**src/rtl/contador_de_pontos_pkg.sv**
```systemverilog
// Shared widths, constants and helpers for the rhythm-game score keeper.
package pontos_pkg;

    localparam int MULT_W = 3;
    localparam int STEP_W = 4;
    localparam int NHIT_W = 2;
    localparam int ADD_W  = 4;

    localparam logic [7:0] COMBO_MAX = 8'd255;
    localparam logic [3:0] BCD_NINE  = 4'd9;

    function automatic logic [NHIT_W-1:0] popcount3(input logic [2:0] v);
        return {1'b0, v[0]} + {1'b0, v[1]} + {1'b0, v[2]};
    endfunction

endpackage

```
**src/rtl/contador_de_pontos_bcd_somador.sv**
```systemverilog
// Adds a 0..15 binary value to a packed BCD word, saturating at all-nines.
module bcd_somador
    import pontos_pkg::*;
#(
    parameter int DIGITS = 5
) (
    input  logic [4*DIGITS-1:0] bcd_in,
    input  logic [ADD_W-1:0]    valor,
    output logic [4*DIGITS-1:0] bcd_out
);

    logic [3:0]          units_s;
    logic [3:0]          tens_s;
    logic [3:0]          addend_s;
    logic [4:0]          digit_sum_s;
    logic [4:0]          digit_adj_s;
    logic                carry_s;
    logic [4*DIGITS-1:0] soma_s;

    // Split the addend into tens/units, ripple a decimal carry through every digit
    always_comb begin
        units_s     = 4'd0;
        tens_s      = 4'd0;
        addend_s    = 4'd0;
        digit_sum_s = 5'd0;
        digit_adj_s = 5'd0;
        carry_s     = 1'b0;
        soma_s      = '0;
        bcd_out     = '0;

        if (valor >= 4'd10) begin
            tens_s  = 4'd1;
            units_s = valor - 4'd10;
        end else begin
            tens_s  = 4'd0;
            units_s = valor;
        end

        for (int i = 0; i < DIGITS; i++) begin
            if (i == 0) begin
                addend_s = units_s;
            end else if (i == 1) begin
                addend_s = tens_s;
            end else begin
                addend_s = 4'd0;
            end
            digit_sum_s = {1'b0, bcd_in[4*i +: 4]} + {1'b0, addend_s} + {4'd0, carry_s};
            digit_adj_s = digit_sum_s - 5'd10;
            if (digit_sum_s > {1'b0, BCD_NINE}) begin
                soma_s[4*i +: 4] = digit_adj_s[3:0];
                carry_s          = 1'b1;
            end else begin
                soma_s[4*i +: 4] = digit_sum_s[3:0];
                carry_s          = 1'b0;
            end
        end

        // A carry out of the top digit means the score would wrap
        if (carry_s) begin
            bcd_out = {DIGITS{BCD_NINE}};
        end else begin
            bcd_out = soma_s;
        end
    end

endmodule

```
**src/rtl/contador_de_pontos.sv**
```systemverilog
// Score keeper: edge-detects per-lane hit/miss levels, tracks combo and multiplier, keeps a BCD score.
module contador_de_pontos
    import pontos_pkg::*;
#(
    parameter int LANES      = 3,
    parameter int DIGITS     = 5,
    parameter int COMBO_STEP = 10,
    parameter int MAX_MULT   = 4
) (
    input  logic                CLOCK_25,
    input  logic                reset_n,
    input  logic [LANES-1:0]    ponto,
    input  logic [LANES-1:0]    erro,
    input  logic                clear,
    input  logic                fim_de_jogo,
    output logic [4*DIGITS-1:0] display,
    output logic [7:0]          combo,
    output logic [7:0]          max_combo,
    output logic [MULT_W-1:0]   multiplier,
    output logic                evento
);

    localparam logic [STEP_W-1:0] COMBO_STEP_C = STEP_W'(COMBO_STEP);
    localparam logic [MULT_W-1:0] MAX_MULT_C   = MULT_W'(MAX_MULT);
    localparam logic [MULT_W-1:0] MULT_ONE     = MULT_W'(1);

    logic [LANES-1:0]           ponto_q_r;
    logic [LANES-1:0]           erro_q_r;
    logic [STEP_W-1:0]          step_r;

    logic [LANES-1:0]           hit_s;
    logic [LANES-1:0]           miss_s;
    logic [NHIT_W-1:0]          n_hit_s;
    logic                       any_miss_s;
    logic [NHIT_W+MULT_W-1:0]   produto_s;
    logic [ADD_W-1:0]           add_s;
    logic [4*DIGITS-1:0]        soma_s;
    logic [8:0]                 combo_sum_s;
    logic [7:0]                 combo_next_s;
    logic [STEP_W-1:0]          step_sum_s;
    logic [STEP_W-1:0]          step_next_s;
    logic [MULT_W-1:0]          mult_next_s;
    logic [7:0]                 max_next_s;

    // Edge detection, per-cycle event summary and next combo/step/multiplier
    always_comb begin
        hit_s        = ponto & ~ponto_q_r & {LANES{~fim_de_jogo}};
        miss_s       = erro & ~erro_q_r & {LANES{~fim_de_jogo}};
        n_hit_s      = popcount3(hit_s);
        any_miss_s   = |miss_s;
        produto_s    = {{MULT_W{1'b0}}, n_hit_s} * {{NHIT_W{1'b0}}, multiplier};
        add_s        = produto_s[ADD_W-1:0];
        combo_sum_s  = {1'b0, combo} + {7'd0, n_hit_s};
        step_sum_s   = step_r + {{(STEP_W-NHIT_W){1'b0}}, n_hit_s};
        combo_next_s = combo;
        step_next_s  = step_r;
        mult_next_s  = multiplier;

        // A miss resets the streak even if hits land on the same cycle
        if (any_miss_s) begin
            combo_next_s = 8'd0;
            step_next_s  = '0;
            mult_next_s  = MULT_ONE;
        end else begin
            if (combo_sum_s > {1'b0, COMBO_MAX}) begin
                combo_next_s = COMBO_MAX;
            end else begin
                combo_next_s = combo_sum_s[7:0];
            end
            if (step_sum_s >= COMBO_STEP_C) begin
                step_next_s = step_sum_s - COMBO_STEP_C;
                if (multiplier < MAX_MULT_C) begin
                    mult_next_s = multiplier + MULT_ONE;
                end else begin
                    mult_next_s = MAX_MULT_C;
                end
            end else begin
                step_next_s = step_sum_s;
                mult_next_s = multiplier;
            end
        end

        if (combo_next_s > max_combo) begin
            max_next_s = combo_next_s;
        end else begin
            max_next_s = max_combo;
        end
    end

    bcd_somador #(
        .DIGITS (DIGITS)
    ) u_bcd_somador (
        .bcd_in  (display),
        .valor   (add_s),
        .bcd_out (soma_s)
    );

    // State registers; edge history keeps sampling through clear and freeze
    always_ff @(posedge CLOCK_25 or negedge reset_n) begin
        if (!reset_n) begin
            ponto_q_r  <= '0;
            erro_q_r   <= '0;
            display    <= '0;
            combo      <= 8'd0;
            max_combo  <= 8'd0;
            step_r     <= '0;
            multiplier <= MULT_ONE;
            evento     <= 1'b0;
        end else begin
            ponto_q_r <= ponto;
            erro_q_r  <= erro;
            if (clear) begin
                display    <= '0;
                combo      <= 8'd0;
                max_combo  <= 8'd0;
                step_r     <= '0;
                multiplier <= MULT_ONE;
                evento     <= 1'b0;
            end else begin
                display    <= soma_s;
                combo      <= combo_next_s;
                max_combo  <= max_next_s;
                step_r     <= step_next_s;
                multiplier <= mult_next_s;
                evento     <= (n_hit_s != '0) | any_miss_s;
            end
        end
    end

endmodule

```
**config.mk**
```make
export PLATFORM = sky130hd
export DESIGN_NAME = contador_de_pontos
export DESIGN_NICKNAME = d
export VERILOG_FILES = /design/src/rtl/contador_de_pontos_pkg.sv /design/src/rtl/contador_de_pontos_bcd_somador.sv /design/src/rtl/contador_de_pontos.sv
export SDC_FILE = /design/constraint.sdc
export NUM_CORES = 1
export LEC_CHECK = 0
export BUFFER_PORTS_ARGS = -buffer_cell sky130_fd_sc_hd__buf_4
export CAP_MARGIN = 20
export CORE_MARGIN = 1
export CORE_UTILIZATION = 35
export CTS_CLUSTER_SIZE = 20
export DETAILED_ROUTE_END_ITERATION = 6
export GPL_TIMING_DRIVEN = 0
export PLACE_DENSITY_LB_ADDON = 0.25
export SYNTH_ARGS = -nofsm -noshare
export SYNTH_HDL_FRONTEND = slang
export SYNTH_SLANG_ARGS = --single-unit
```
**constraint.sdc**
```tcl
create_clock -name CLOCK_25 -period 11.57 [get_ports CLOCK_25]
set_clock_uncertainty 0.2 [all_clocks]
set_input_delay 2.314 -clock CLOCK_25 [delete_from_list [all_inputs] [get_ports CLOCK_25]]
set_output_delay 2.314 -clock CLOCK_25 [all_outputs]
set_load 0.005 [all_outputs]
```
# ---- Word-level counts from Yosys, hierarchy flattened
# Cells that the tools add are included.
dict set report classes {
  n_shift 0
  mul 1
  add_sub_neg 18
  reduce_logical 4
  n_lt_le_gt_ge 10
  n_bitwise 8
  n_eq_ne 0
  n_div 0
  n_mux 27
}
# operator n
set ops {}
lappend ops {{$mux W20} 2}
lappend ops {{$mux W8} 5}
lappend ops {{$mux W4} 9}
lappend ops {{$sub A4 B4 Y4 const B} 7}
lappend ops {{$gt A5 B4 Y1 const B} 5}
lappend ops {{$add A4 B1 Y5} 4}
lappend ops {{$and A3 B3 Y3} 4}
lappend ops {{$mux W3} 4}
lappend ops {{$add A8 B2 Y9} 1}
lappend ops {{$gt A9 B8 Y1 const B} 1}
lappend ops {{$ge A4 B4 Y1 const B} 2}
lappend ops {{$gt A8 B8 Y1} 1}
lappend ops {{$mux W1} 7}
lappend ops {{$not A3 Y3} 2}
lappend ops {{$add A4 B4 Y5} 1}
lappend ops {{$add A5 B1 Y5} 1}
lappend ops {{$add A4 B2 Y4} 1}
lappend ops {{$mul A2 B3 Y4} 1}
lappend ops {{$reduce_bool A2 Y1} 2}
lappend ops {{$add A3 B1 Y3 const B} 1}
lappend ops {{$lt A3 B3 Y1 const B} 1}
lappend ops {{$reduce_bool A3 Y1} 1}
lappend ops {{$reduce_or A3 Y1} 1}
lappend ops {{$add A1 B1 Y2} 1}
lappend ops {{other kinds (3)} 3}
dict set report word_totals {
  mem_bits_ro 0
  in_bits 10
  latchBits 0
  memories 0
  reg_bits 50
  ram_bits 0
  output_inout_bits 40
}

# ---- Longest topological paths before layout
# Gate-level depths: netlist of the first run.
dict set report depth {
  ltp_word 25
  depth_mapped 37
}

# ---- Modules after synthesis
# A second synthesis of the first run with hierarchy kept.
dict set report unflattened {
  cells_unflattened 397
  area_unflattened_um2 3661.0
}
# mod area_per_inst_um2 instances seq_area_each_um2 cells_each
set by_module_without_submodules {}
lappend by_module_without_submodules {contador_de_pontos 2521.2 1 1252.5 229}
lappend by_module_without_submodules {bcd_somador 1139.8 1 0.0 168}

# ---- Least setup slack after synthesis of the first run
# No wires, ideal clock.
dict set report synth_path {
  path_type {input-to-reg}
  from {in fim_de_jogo}
  to {reg display[1]}
  cell_stages 37
  setup_slack_ns 1.193
  t_arrival_ns 10.047
  path_buffers 1
  path_cell_list {nor3b_1 fa_1 and2_1 ha_1 fa_1 xnor2_1 nand3_1 o21ai_0 ha_1 a21o_1 a21oi_1 mux2i_1 nor2_1 fa_1 inv_1 ha_1 clkbuf_1 o21ai_0 nand2b_1 o211a_1 ha_1 ha_1 nand2b_1 a31oi_1 a211oi_1 ha_1 ha_1 nand2b_1 a41oi_1 a21oi_1 ha_1 ha_1 nor2_1 o21bai_1 nand2_1 nand2_1 nor3_1}
}
dict set report synth_via {
  elab_chain_cells 24
}
# element line_no
set synth_lines {}
lappend synth_lines {{start: declaration} contador_de_pontos.sv:15} ;# input logic fim_de_jogo,
lappend synth_lines {{$not A1 Y1 (*)} contador_de_pontos.sv:47} ;# hit_s = ponto & ~ponto_q_r & {LANES{~fim_de_jogo}};
lappend synth_lines {{$and A3 B3 Y3 (*)} contador_de_pontos.sv:47}
lappend synth_lines {{$add A1 B1 Y2} contador_de_pontos_pkg.sv:13} ;# return {1'b0, v[0]} + {1'b0, v[1]} + {1'b0, v[2]};
lappend synth_lines {{$add A2 B1 Y2 (*)} contador_de_pontos_pkg.sv:13}
lappend synth_lines {{$mul A2 B3 Y4 (*)} contador_de_pontos.sv:51} ;# produto_s = {{MULT_W{1'b0}}, n_hit_s} * {{NHIT_W{1'b0}}, multiplier};
lappend synth_lines {{$sub A4 B4 Y4 / $ge A4 B4 Y1 (equally long branches)} {contador_de_pontos_bcd_somador.sv:33, contador_de_pontos_bcd_somador.sv:31}}
lappend synth_lines {{$mux W4} contador_de_pontos_bcd_somador.sv:31} ;# if (valor >= 4'd10) begin
lappend synth_lines {{$add A4 B4 Y5} contador_de_pontos_bcd_somador.sv:47} ;# digit_sum_s = {1'b0, bcd_in[4*i +: 4]} + {1'b0, addend_s} + {4'd0, carry_s};
lappend synth_lines {{[8 not listed]} -}
lappend synth_lines {{$add A4 B1 Y5} contador_de_pontos_bcd_somador.sv:47}
lappend synth_lines {{$gt A5 B4 Y1} contador_de_pontos_bcd_somador.sv:49} ;# if (digit_sum_s > {1'b0, BCD_NINE}) begin
lappend synth_lines {{$mux W1} contador_de_pontos_bcd_somador.sv:49}
lappend synth_lines {{$add A4 B1 Y5} contador_de_pontos_bcd_somador.sv:47}
lappend synth_lines {{$gt A5 B4 Y1} contador_de_pontos_bcd_somador.sv:49}
lappend synth_lines {{$mux W1} contador_de_pontos_bcd_somador.sv:49}
lappend synth_lines {{$mux W20 (*)} contador_de_pontos_bcd_somador.sv:59} ;# if (carry_s) begin
lappend synth_lines {{$mux W20 (*)} contador_de_pontos.sv:112} ;# if (clear) begin
lappend synth_lines {{end signal: assignment} contador_de_pontos.sv:120} ;# display <= soma_s;
lappend synth_lines {{end: declaration} contador_de_pontos.sv:16} ;# output logic [4*DIGITS-1:0] display,
# Every way passes the cells marked *; elsewhere a longest branch is shown, timed or not.
# A chain may end at the register's enable or synchronous reset.

# ---- Worst setup path in the final report of the first run
dict set report layout_path {
  from {in fim_de_jogo}
  to {reg display[2]}
}
# Same word-level chain as after synthesis.

==> results of run 1 <==
layer usage:
metal	wire, um	share of wire, %	GRT usage, %	vias to the layer above
met5	0	0	0	-
met4	75	1.0	3.85	0
met3	241	3.3	2.32	8
met2	3680	50	28.0	43
met1	3360	46	20.0	1314
li1	-	-	-	1369
layout make-up:
type / count / area [um2]
Clock buffer: 6 / 82.6
Sequential cell: 50 / 1250
Timing Repair Buffer: 49 / 368
Clock inverter: 2 / 12.5
Buffer: 7 / 31.3
Tap cell: 129 / 161
Fill cell: 921 / 5230
Inverter: 25 / 93.8
Multi-Input combinational cell: 270 / 2000
per-stage QoR:
| step | hold slack [ns] | total power, mW | instances | instance area (um2) | TNS, ns |
|---|---|---|---|---|---|
| floorplan | 0.353 | 0.218 | 352 | 3330 | 0 |
| global placement | 0.356 | 0.239 | 530 | 3860 | -0.864 |
| detailed placement | 0.363 | 0.240 | 530 | 3860 | -1.85 |
| CTS | 0.379 | 0.351 | 538 | 3950 | 0 |
| global route | 0.424 | 0.366 | 538 | 4010 | -0.0150 |
| finish | 0.373 | 0.346 | 538 | 4010 | 0 |
cell usage after synthesis, drive strengths merged (5+ instances only):
library cell	instances	share of area, %
nand2	12	1.4
and2	7	1.3
a21oi	34	5.2
a21o	7	1.6
a31oi	9	2.1
o21ai	16	2.4
ha	31	12
nor3	13	2.0
nand4	6	1.1
clkbuf	5	0.56
nand2b	8	1.5
xnor2	9	2.4
nor2b	7	1.3
fa	6	3.6
nor3b	5	1.1
inv	25	2.8
dfrtp	49	37
nand3	9	1.4
nor2	34	3.8
mux2	6	2.0
flip-flops by register name, indices dropped and copies added (netlist names):
signal,count
display,20
combo,8
max_combo,8
step_r,4
erro_q_r,3
multiplier,3
ponto_q_r,3
evento,1
worst min-delay path by stage:
| stage | from | endpoint | slack, ns | cells past startpoint |
|---|---|---|---|---|
| 6_report | max_combo[1] | max_combo[1] | 0.37 | 2 |
| 5_1_grt | multiplier[1] | multiplier[1] | 0.42 | 2 |
| 4_1_cts | max_combo[1] | max_combo[1] | 0.38 | 2 |
| 3_5_place_dp | max_combo[4] | max_combo[4] | 0.36 | 2 |
| 3_3_place_gp | max_combo[1] | max_combo[1] | 0.36 | 2 |
| 2_1_floorplan | multiplier[2] | multiplier[2] | 0.35 | 2 |
kinds of logic after synthesis:
family                   after synthesis  share of synthesized area (%)
flip-flops                            50                           37.6
buffers and inverters                 32                           3.76
AND/OR/NAND/NOR                      121                           20.0
multiplexers                           7                           2.33
XOR/XNOR                              13                           3.42
adder cells (fa/ha/maj)               37                           15.3
AO/OA/AOI/OAI                         92                           17.7
worst max-delay path: cells and delay by family:
kind,cells,cell delay (ns)
AO/OA/AOI/OAI,11,1.98
AND/OR/NAND/NOR,10,1.58
adder cells (fa/ha/maj),12,3.95
XOR/XNOR,1,0.27
buffers and inverters,3,0.40
multiplexers,1,0.32
power breakdown:
| part | switching, mW | internal, mW | leakage, nW |
|---|---|---|---|
| Combinational | 0.0330 | 0.0215 | 1.13 |
| Sequential | 0.00303 | 0.179 | 0.677 |
| Clock | 0.0612 | 0.0482 | 0.0472 |
| Total | 0.0973 | 0.249 | 1.86 |
==> run summary, run 1 <==
Status: finished, final reports clean
RD Place Congestion: 0.833
Peak supply drop: 53.0 uV
Row cnt: 35
First-pass GRT wire length: 12600 um
R2R Path End: display[2]
Crit. End Element: flop
Mapped Area: 3330 um2
Clock transition at the registers of the reported paths: 0.10 ns
Worst setup margin: 0.731 ns
Min-delay worst type: flop to flop
Measured slew at the worst slew-check pin: 0.673 ns
Vias: 2734
Pre-antenna DRT Iters: 5
Fin. Hold Viols: 0
Htree depth: 2
Routed Antenna Nets: 0
Die height: 99.5 um
FFs w/ async S/R, synth: 100%
Number of flops mapped to enable cells by yosys: 0
Gr ovfl total: 0
HPWL after DPL: 5490 um
Critical Path RT: 11.58 ns
Largest net degree at the start of global routing: 51
Gr usage total: 15.7%
Yosys reg bits: 50
Crit-path max cell delay: 0.55 ns
Critical Path Source Type: input port
Post_cts resized: 0
Initial antenna violation count: 0
Max-cap violations: 0
Mapped Cells: 352
Top FF cell, synth: dfrtp_1
LEAKAGE: 1.86 nW
DR vias/cell: 5.08
Reg-to-Reg Start: ponto_q_r[1]
Mapped Nets: 399
Worst-path maximum fanout: 9
CTS tree: yes
Synthesis Warnings: 0
Slew HR: 54.7%
Core area: 9240 um2
Most frequent CP cell: ha_1
Seq/Total Area, Yosys: 37.6%
Die ar.: 9910 um2
Setup WS pre-CTS: -0.240 ns
Reg2Reg Depth: 37
Yosys cell types: 57
Syn_area_per_cell: 9.46 um2
Most common cell after layout, fill and taps aside: buf_4
Pwr Density: 86.4 nW/um2
Critical Path End: display[2]
F_max: 92.3 MHz
Core Util, Final: 43.4%
Worst skew pair latency: 0.30 ns
Layout cells sized above 1: 21.0%
CP Class: input port to flop
First-iteration detailed-routing DRC count: 68
Slew Limit Fails: 0
WP data arrival: 10.85 ns
Clk buf depth: 2
Root Driver: clkbuf_8
Most frequent cells in the layout: 50 x buf_4, 49 x dfrtp_1, 34 x nor2_1
I/O pins: 50
N_diodes: 0
Area delta synth->final: 20.3%
Starting density of the core: 36.0%
Worst Setup SP: fim_de_jogo
Setup Buffers After CTS: 0
Vias in the first global route: 2686
CP max stage cell: fa_2
Net total in the final layout: 455
Tmin final: 10.84 ns
Clock Sinks: 50
IO buf count: 49
Residual DRC: 0
Setup violators final: 0
R2R Setup Slk: 2.52 ns
Period utilisation layout: 93.7%
Final Routed Wirelength: 7360 um
Num CTS Buffers: 5
Hold Buf Count CTS: 0
Die boundary width: 99.5 um
Wire per inst: 13.7 um
No activity file was read; power rests on OpenSTA's default activity.
==> run 2, diff against run 1 <==
--- a/config.mk
+++ b/config.mk
@@ -13,6 +13,7 @@
 export DETAILED_ROUTE_END_ITERATION = 6
 export GPL_TIMING_DRIVEN = 0
 export PLACE_DENSITY_LB_ADDON = 0.25
+export REMOVE_ABC_BUFFERS = 1
 export SYNTH_ARGS = -nofsm -noshare
 export SYNTH_HDL_FRONTEND = slang
 export SYNTH_SLANG_ARGS = --single-unit
==> run summary, run 2 (synthesized netlist as in run 1, its figures left out) <==
Routed Antenna Nets: 0
Core Util, Final: 42.8%
Hold_sp: max_combo[1]
Min-delay worst type: flop to flop
Pwr Density: 87.0 nW/um2
CP Class: input port to flop
Final Routed Wirelength: 7100 um
Reg2Reg Depth: 35
Clk buf depth: 2
Largest regs: display (20), combo (8), max_combo (8)
I/O pins: 50
Reg-to-Reg Start: ponto_q_r[1]
Vias in the first global route: 2614
Htree depth: 2
Row cnt: 35
Area delta synth->final: 18.7%
Num CTS Buffers: 5
N_diodes: 0
Max Used Layer: met4
Fin. Hold Viols: 0
Setup violators final: 0
Worst Hold End: max_combo[1]
Most frequent CP cell: ha_1
R2R Path End: display[2]
WL met2: 3360 um
R2R Setup Slk: 2.58 ns
Inst Count DP: 523
Root Driver: clkbuf_8
Peak supply drop: 60.0 uV
RD Place Congestion: 0.821
Fin cells: 531
Core area: 9240 um2
M1 WL: 3410 um
Vias: 2714
Residual DRC: 0
First-pass GRT wire length: 12200 um
Crit. End Element: flop
LEAKAGE: 1.84 nW
WP data arrival: 10.79 ns
HPWL after DPL: 5320 um
Crit-path leading delay family: adder cells
CTS tree: yes
Gr ovfl total: 0
Critical Path RT: 11.59 ns
Worst skew pair latency: 0.31 ns
Largest net degree at the start of global routing: 51
Post_cts resized: 0
Net total in the final layout: 448
Crit-path max cell delay: 0.53 ns
Measured slew at the worst slew-check pin: 0.852 ns
Clock transition at the registers of the reported paths: 0.10 ns
Gr usage total: 15.3%
Most flop-heavy register: display
Tmin final: 10.77 ns
Layout cells sized above 1: 19.7%
First-iteration detailed-routing DRC count: 129
Pre-antenna DRT Iters: 4
DR vias/cell: 5.11
Hold Buf Count CTS: 0
Slew Limit Fails: 0
Die ar.: 9910 um2
WL met3: 286 um
Bufs and invs on worst path: 2
Setup Buffers After CTS: 0
Die boundary width: 99.5 um
Max reg flops: 20
Starting density of the core: 36.0%
Worst-path maximum fanout: 9
Max-cap violations: 0
Period utilisation layout: 93.1%
Slew HR: 43.2%
Hold WS: 0.374 ns
Initial antenna violation count: 0
Hold Path Depth: 2
IO buf count: 49
Wire per inst: 13.4 um
Critical Path Source Type: input port
CP max stage cell: fa_1
Status: finished, final reports clean
Clock Sinks: 50
Most frequent cells in the layout: 49 x dfrtp_1, 49 x buf_4, 34 x nor2_1
F_max: 92.9 MHz
Die height: 99.5 um
==> run 2: through the flow <==
| stage | TNS (ns) | power [mW] | instance area (um2) | setup slack, ns |
|---|---|---|---|---|
| floorplan | 0 | 0.217 | 3300 | 1.27 |
| global placement | 0 | 0.238 | 3830 | 0.0143 |
| detailed placement | -0.797 | 0.239 | 3830 | -0.106 |
| CTS | 0 | 0.348 | 3920 | 0.199 |
| global route | -0.00114 | 0.363 | 3950 | -0.00114 |
| finish | 0 | 0.344 | 3950 | 0.801 |
==> run 2: cell type report <==
cell class | instances | area [um2]
Fill cell | 932 | 5290
Multi-Input combinational cell | 270 | 1980
Sequential cell | 50 | 1250
Timing Repair Buffer | 49 | 368
Tap cell | 129 | 161
Inverter | 25 | 93.8
Clock buffer | 6 | 82.6
Clock inverter | 2 | 12.5
==> run 2: how the worst max path moves through the flow <==
stage | from | to | slack [ns] | depth (start not counted)
floorplan | fim_de_jogo | display[1] | 1.27 | 36
global placement | fim_de_jogo | display[1] | 0.01 | 36
detailed placement | fim_de_jogo | display[1] | -0.11 | 35
CTS | fim_de_jogo | display[1] | 0.20 | 35
global route | fim_de_jogo | display[2] | -0.001 | 36
finish | fim_de_jogo | display[2] | 0.80 | 36
==> run 2: tightest hold or removal path, stage by stage (launching register included) <==
cell,delay [ns]
dfrtp_1,0.40
o21ai_0,0.08
a21oi_1,0.06
==> run 2: power breakdown <==
group | switching (mW) | internal (mW) | total (mW)
sequential | 0.00320 | 0.179 | 0.182
clock | 0.0612 | 0.0482 | 0.109
combinational | 0.0315 | 0.0207 | 0.0522
total | 0.0959 | 0.248 | 0.344
==> run 2: routing by layer <==
layer	GRT usage (%)	vias up
met2	25.3	64
li1	-	1360
met5	0	-
met1	20.7	1286
met4	3.96	0
met3	2.74	4
